File: src/rtl/noc_pkg.sv
// noc_pkg: packet field positions, direction codes and the stored FIFO entry type
package noc_pkg;
    localparam int PKT_W     = 64;
    localparam int PKT_Y_MSB = 63;
    localparam int PKT_Y_LSB = 48;
    localparam int PKT_X_MSB = 47;
    localparam int PKT_X_LSB = 32;
    localparam int PKT_D_MSB = 31;
    localparam int PKT_D_LSB = 0;

    localparam logic [2:0] DIR_LOCAL = 3'd0;
    localparam logic [2:0] DIR_RIGHT = 3'd1;
    localparam logic [2:0] DIR_LEFT  = 3'd2;
    localparam logic [2:0] DIR_UP    = 3'd3;
    localparam logic [2:0] DIR_DOWN  = 3'd4;

    typedef struct packed {
        logic [2:0]       dir;
        logic [PKT_W-1:0] pkt;
    } entry_t;
endpackage

File: src/rtl/noc_xy_route_calc.sv
// noc_xy_route_calc: XY dimension-order output direction for a packet at node (x, y)
module noc_xy_route_calc
    import noc_pkg::*;
(
    input  logic [15:0]      x,
    input  logic [15:0]      y,
    input  logic [PKT_W-1:0] pkt,
    output logic [2:0]       dir
);
    logic [15:0] dst_x;
    logic [15:0] dst_y;
    logic        unused_data;

    assign dst_x       = pkt[PKT_X_MSB:PKT_X_LSB];
    assign dst_y       = pkt[PKT_Y_MSB:PKT_Y_LSB];
    assign unused_data = ^pkt[PKT_D_MSB:PKT_D_LSB];

    // Resolve X first, then Y; unsigned compares
    always_comb begin
        dir = (x < dst_x) ? DIR_RIGHT :
              (x > dst_x) ? DIR_LEFT  :
              (y > dst_y) ? DIR_UP    :
              (y < dst_y) ? DIR_DOWN  : DIR_LOCAL;
    end
endmodule

File: src/rtl/noc_input_buffer.sv
// noc_input_buffer: per-port input FIFO that tags each packet with its XY direction at write time.
// Optional NOC_INBUF_DROP_EN: in_ready stays high and pushes into a full FIFO are discarded and counted.
module noc_input_buffer
    import noc_pkg::*;
#(
    parameter int DEPTH = 4,
    parameter int PTR_W = 2
) (
    input  logic             clk,
    input  logic             rst,
    input  logic [15:0]      x,
    input  logic [15:0]      y,
    input  logic             in_valid,
    input  logic [PKT_W-1:0] in_pkt,
    output logic             in_ready,
    output logic             out_valid,
    output logic [PKT_W-1:0] out_pkt,
    output logic [2:0]       out_dir,
    input  logic             out_ready,
    output logic [PTR_W:0]   count
`ifdef NOC_INBUF_DROP_EN
    ,
    output logic [15:0]      drop_cnt
`endif
);
    entry_t           mem [DEPTH];
    logic [PTR_W-1:0] rd_ptr;
    logic [PTR_W-1:0] wr_ptr;
    logic [2:0]       in_dir;
    logic             full;
    logic             push;
    logic             pop;

    noc_xy_route_calc u_route (
        .x   (x),
        .y   (y),
        .pkt (in_pkt),
        .dir (in_dir)
    );

    assign full      = count == (PTR_W+1)'(DEPTH);
    assign out_valid = count != '0;
    assign out_pkt   = mem[rd_ptr].pkt;
    assign out_dir   = mem[rd_ptr].dir;
    assign pop       = out_valid & out_ready;
    // With back-pressure in_ready already excludes full; in drop mode a full push only lands alongside a pop
    assign push      = in_valid & in_ready & (!full | pop);
`ifdef NOC_INBUF_DROP_EN
    assign in_ready  = !rst;
`else
    assign in_ready  = !rst & !full;
`endif

    // Pointers and occupancy; pointers wrap naturally since DEPTH is a power of two
    always_ff @(posedge clk or posedge rst) begin
        if (rst) begin
            rd_ptr <= '0;
            wr_ptr <= '0;
            count  <= '0;
        end else begin
            if (push) wr_ptr <= wr_ptr + 1'b1;
            if (pop) rd_ptr <= rd_ptr + 1'b1;
            count <= count + (PTR_W+1)'(push) - (PTR_W+1)'(pop);
        end
    end

    // Entry storage: packet plus the direction computed as it arrives
    always_ff @(posedge clk or posedge rst) begin
        if (rst) begin
            for (int i = 0; i < DEPTH; i++) mem[i] <= '0;
        end else if (push) begin
            mem[wr_ptr] <= '{dir: in_dir, pkt: in_pkt};
        end
    end

`ifdef NOC_INBUF_DROP_EN
    // Saturating count of packets discarded because the FIFO was full with no pop
    always_ff @(posedge clk or posedge rst) begin
        if (rst) drop_cnt <= '0;
        else if (in_valid & in_ready & full & !pop & (drop_cnt != 16'hFFFF)) drop_cnt <= drop_cnt + 16'd1;
    end
`endif
endmodule

File: config.mk
export PLATFORM = sky130hd
export DESIGN_NAME = noc_input_buffer
export DESIGN_NICKNAME = d
export VERILOG_FILES = /design/src/rtl/noc_pkg.sv /design/src/rtl/noc_xy_route_calc.sv /design/src/rtl/noc_input_buffer.sv
export SDC_FILE = /design/constraint.sdc
export NUM_CORES = 1
export LEC_CHECK = 0
export CAP_MARGIN = 20
export CORE_MARGIN = 2
export CORE_UTILIZATION = 59
export DETAILED_ROUTE_END_ITERATION = 8
export GPL_ROUTABILITY_DRIVEN = 0
export GPL_TIMING_DRIVEN = 0
export PLACE_DENSITY = 0.85
export SLEW_MARGIN = 5
export SYNTH_ARGS = -nofsm -noshare
export SYNTH_HDL_FRONTEND = slang
export SYNTH_SLANG_ARGS = --single-unit
export TNS_END_PERCENT = 50
File: constraint.sdc
create_clock -name clk -period 25.5 [get_ports clk]
set_clock_uncertainty 0.1 [all_clocks]
set_input_delay 3.825 -clock clk [delete_from_list [all_inputs] [get_ports clk]]
set_output_delay 3.825 -clock clk [all_outputs]
set_load 0.1 [all_outputs]
==> results.py <==
metrics = {
    "die": {
        "rows": 53,
        "io_pins": 172,
        "die_h_um": 150,
        "die-area_um2": 22500,
        "initial_core_util_pct": 59.9,
        "die_x_um": 150,
        "core_um2": 21000,
    },
    "clocking": {
        "cts_tree": "built",
        "postCtsHoldBufs": 0,
        "cts_max_path_buffers": 3,
        "cts_made_buffers": 28,
        "cts_sinks": 275,
        "cts-root-buf": "clkbuf_16",
        "clock_latency_ps": 530,
        "cts-htree-levels": 1,
        "clk_pin_slew_worst_paths_ps": 60,
        "postCtsSetupBuffers": 0,
        "ctsResizeCount": 0,
    },
    "finish": {
        "layout_commonest_cell": "nand2_1",
        "final_util_pct": 74.4,
        "fin_nets": 1583,
        "diodes": 0,
        "drive_above_1_share_pct": 9.91,
        "final_cell_mix": "nand2_1, dfrtp_1, clkdlybuf4s50_1, o21ai_0, mux4_2",
        "area_growth_pct": 24.2,
    },
    "global_routing": {
        "antenna_found_initial": 0,
        "grt_max_degree": 112,
        "grt_use_total_pct": 31.2,
        "grt_pass1_wl_um": 54500,
        "grt_pass1_vias": 10600,
        "grt_overflow": 0,
    },
    "synth": {
        "syn-cell-area_um2": 12600,
        "yosysWarningCount": 0,
        "postSynthCellCount": 1241,
        "synth_ff_type": "dfrtp_1",
        "netlist_top_cells_area": "dfrtp_1, nand2_1, mux4_2",
        "netlist.area_leader.share_pct": 54.8,
        "avgSynthCellArea_um2": 10.1,
        "seq_area_frac_synth_pct": 54.8,
        "yosysTopAreaCell": "dfrtp_1",
        "synth_edf_count": 0,
        "synth_seq_cells": 275,
        "synth.distinct_cells": 39,
        "syn-num-nets": 1380,
        "synthArstFlopShare_pct": 100,
    },
    "timing": {
        "layout_min_cycle_time_ps": 9610,
        "report.final.slew_viol_count": 0,
        "setup_tns_ps": 0,
        "hold_viol": 0,
        "relSlewSlack_pct": 28.0,
        "fin_crit_sh_pct": 37.7,
        "max_freq_mhz": 104,
        "rsz0062_at_grt": "no",
        "setup_viol": 0,
        "worst_slew_pin_slew_ps": 1080,
    },
    "placement": {
        "hpwlAfterDp_um": 22800,
        "port_buffers": 171,
    },
    "outcome": {
        "status": "complete, no violations",
    },
    "drt": {
        "drt_iter0_markers": 914,
        "drt-pass1-iter-count": 6,
        "wl_per_cell_um": 19.5,
        "postRouteAntennaNets": 0,
        "drc": 0,
        "drt-total-wl_um": 33800,
        "vias": 10200,
        "via_per_inst": 5.86,
    },
    "run": {
        "cap_violations": 0,
    },
    "critical_path": {
        "critPathCaptureType": "output port",
        "worst-path-max-fanout": 3,
        "crit_type": "input pin to output port",
        "reg2reg_slack_ps": 22860,
        "critical_path_arrival_ps": 5680,
        "startpoint_type": "input pin",
        "cp_data_required_time_ps": 21570,
    },
    "min_path": {
        "min_path_type": "register to register",
    },
}
[sequential cells by signal (all words and copies together) (netlist names)]
name / count
wr_ptr: 2
rd_ptr: 2
count: 3
mem: 268
[cell usage after synthesis (2+ instances only)]
master,number
or3_1,2
o21ai_1,40
a31o_1,4
o31ai_1,9
nand3_1,2
clkbuf_1,34
and2_1,9
buf_2,22
o211ai_1,3
dfrtp_1,275
buf_1,16
o21ai_0,83
a41o_1,2
mux4_2,67
nor3_1,2
a21oi_1,12
nand2_1,541
nor2b_1,2
inv_1,40
a31oi_1,4
nor2_1,6
nand4_1,7
xnor2_1,4
a21o_1,3
ha_1,38
[routing by layer]
metal	part of all wire [%]	GRT usage, %	vias to the layer above
met5	0	0	-
met4	2.5	9.15	0
met3	7.7	5.37	77
met2	50	52.5	473
met1	40	42.1	5110
li1	-	-	4528
[final timing paths]
path                            startpoint  endpoint  cells past startpoint
max in group asynchronous              rst    mem[8]                      4
worst min register to register    mem[143]  mem[143]                      2
worst max-delay path                   rst  in_ready                      3
worst max register to register    count[1]  count[2]                     11
min in group asynchronous              rst  mem[257]                      2
worst min-delay path              mem[143]  mem[143]                      2
[through the flow]
step | hold WS (ps) | instances | instance area [µm²] | worst slack [ps]
after floorplan | 340 | 1241 | 12600 | 13990
after global placement | 351 | 1687 | 14600 | 10810
after detailed placement | 358 | 1689 | 14700 | 15890
after CTS | 374 | 1738 | 15600 | 15890
after global routing | 390 | 1738 | 15600 | 15830
final | 373 | 1738 | 15600 | 15890
[logic make-up (layout without fill, tap and decap cells)]
group	after synthesis	in the layout	synth area share, %
mux	67	67	12.0
simple gates	575	575	17.8
xor+xnor	5	5	0.349
buf+inv	114	336	3.72
flops	275	275	54.8
fa+ha+maj	39	39	3.94
compound gates	166	166	7.39
[cell type report]
cell class	count	area [µm²]
plain buffers	74	317
clock buffers	36	802
clock inverters	13	115
fillers	1371	5360
inverters	40	158
multi-input cells	852	5210
flip-flops and latches	275	6880
well taps	275	344
repair buffers	173	1770
[critical path, stage by stage]
cell and delay [ps]:
clkdlybuf4s50_1 540, a21oi_1 170, clkdlybuf4s50_1 1140
Power is left out: the tool's default activity adds up to more than one toggle a clock period on the data nets, which glitch-free logic cannot reach.
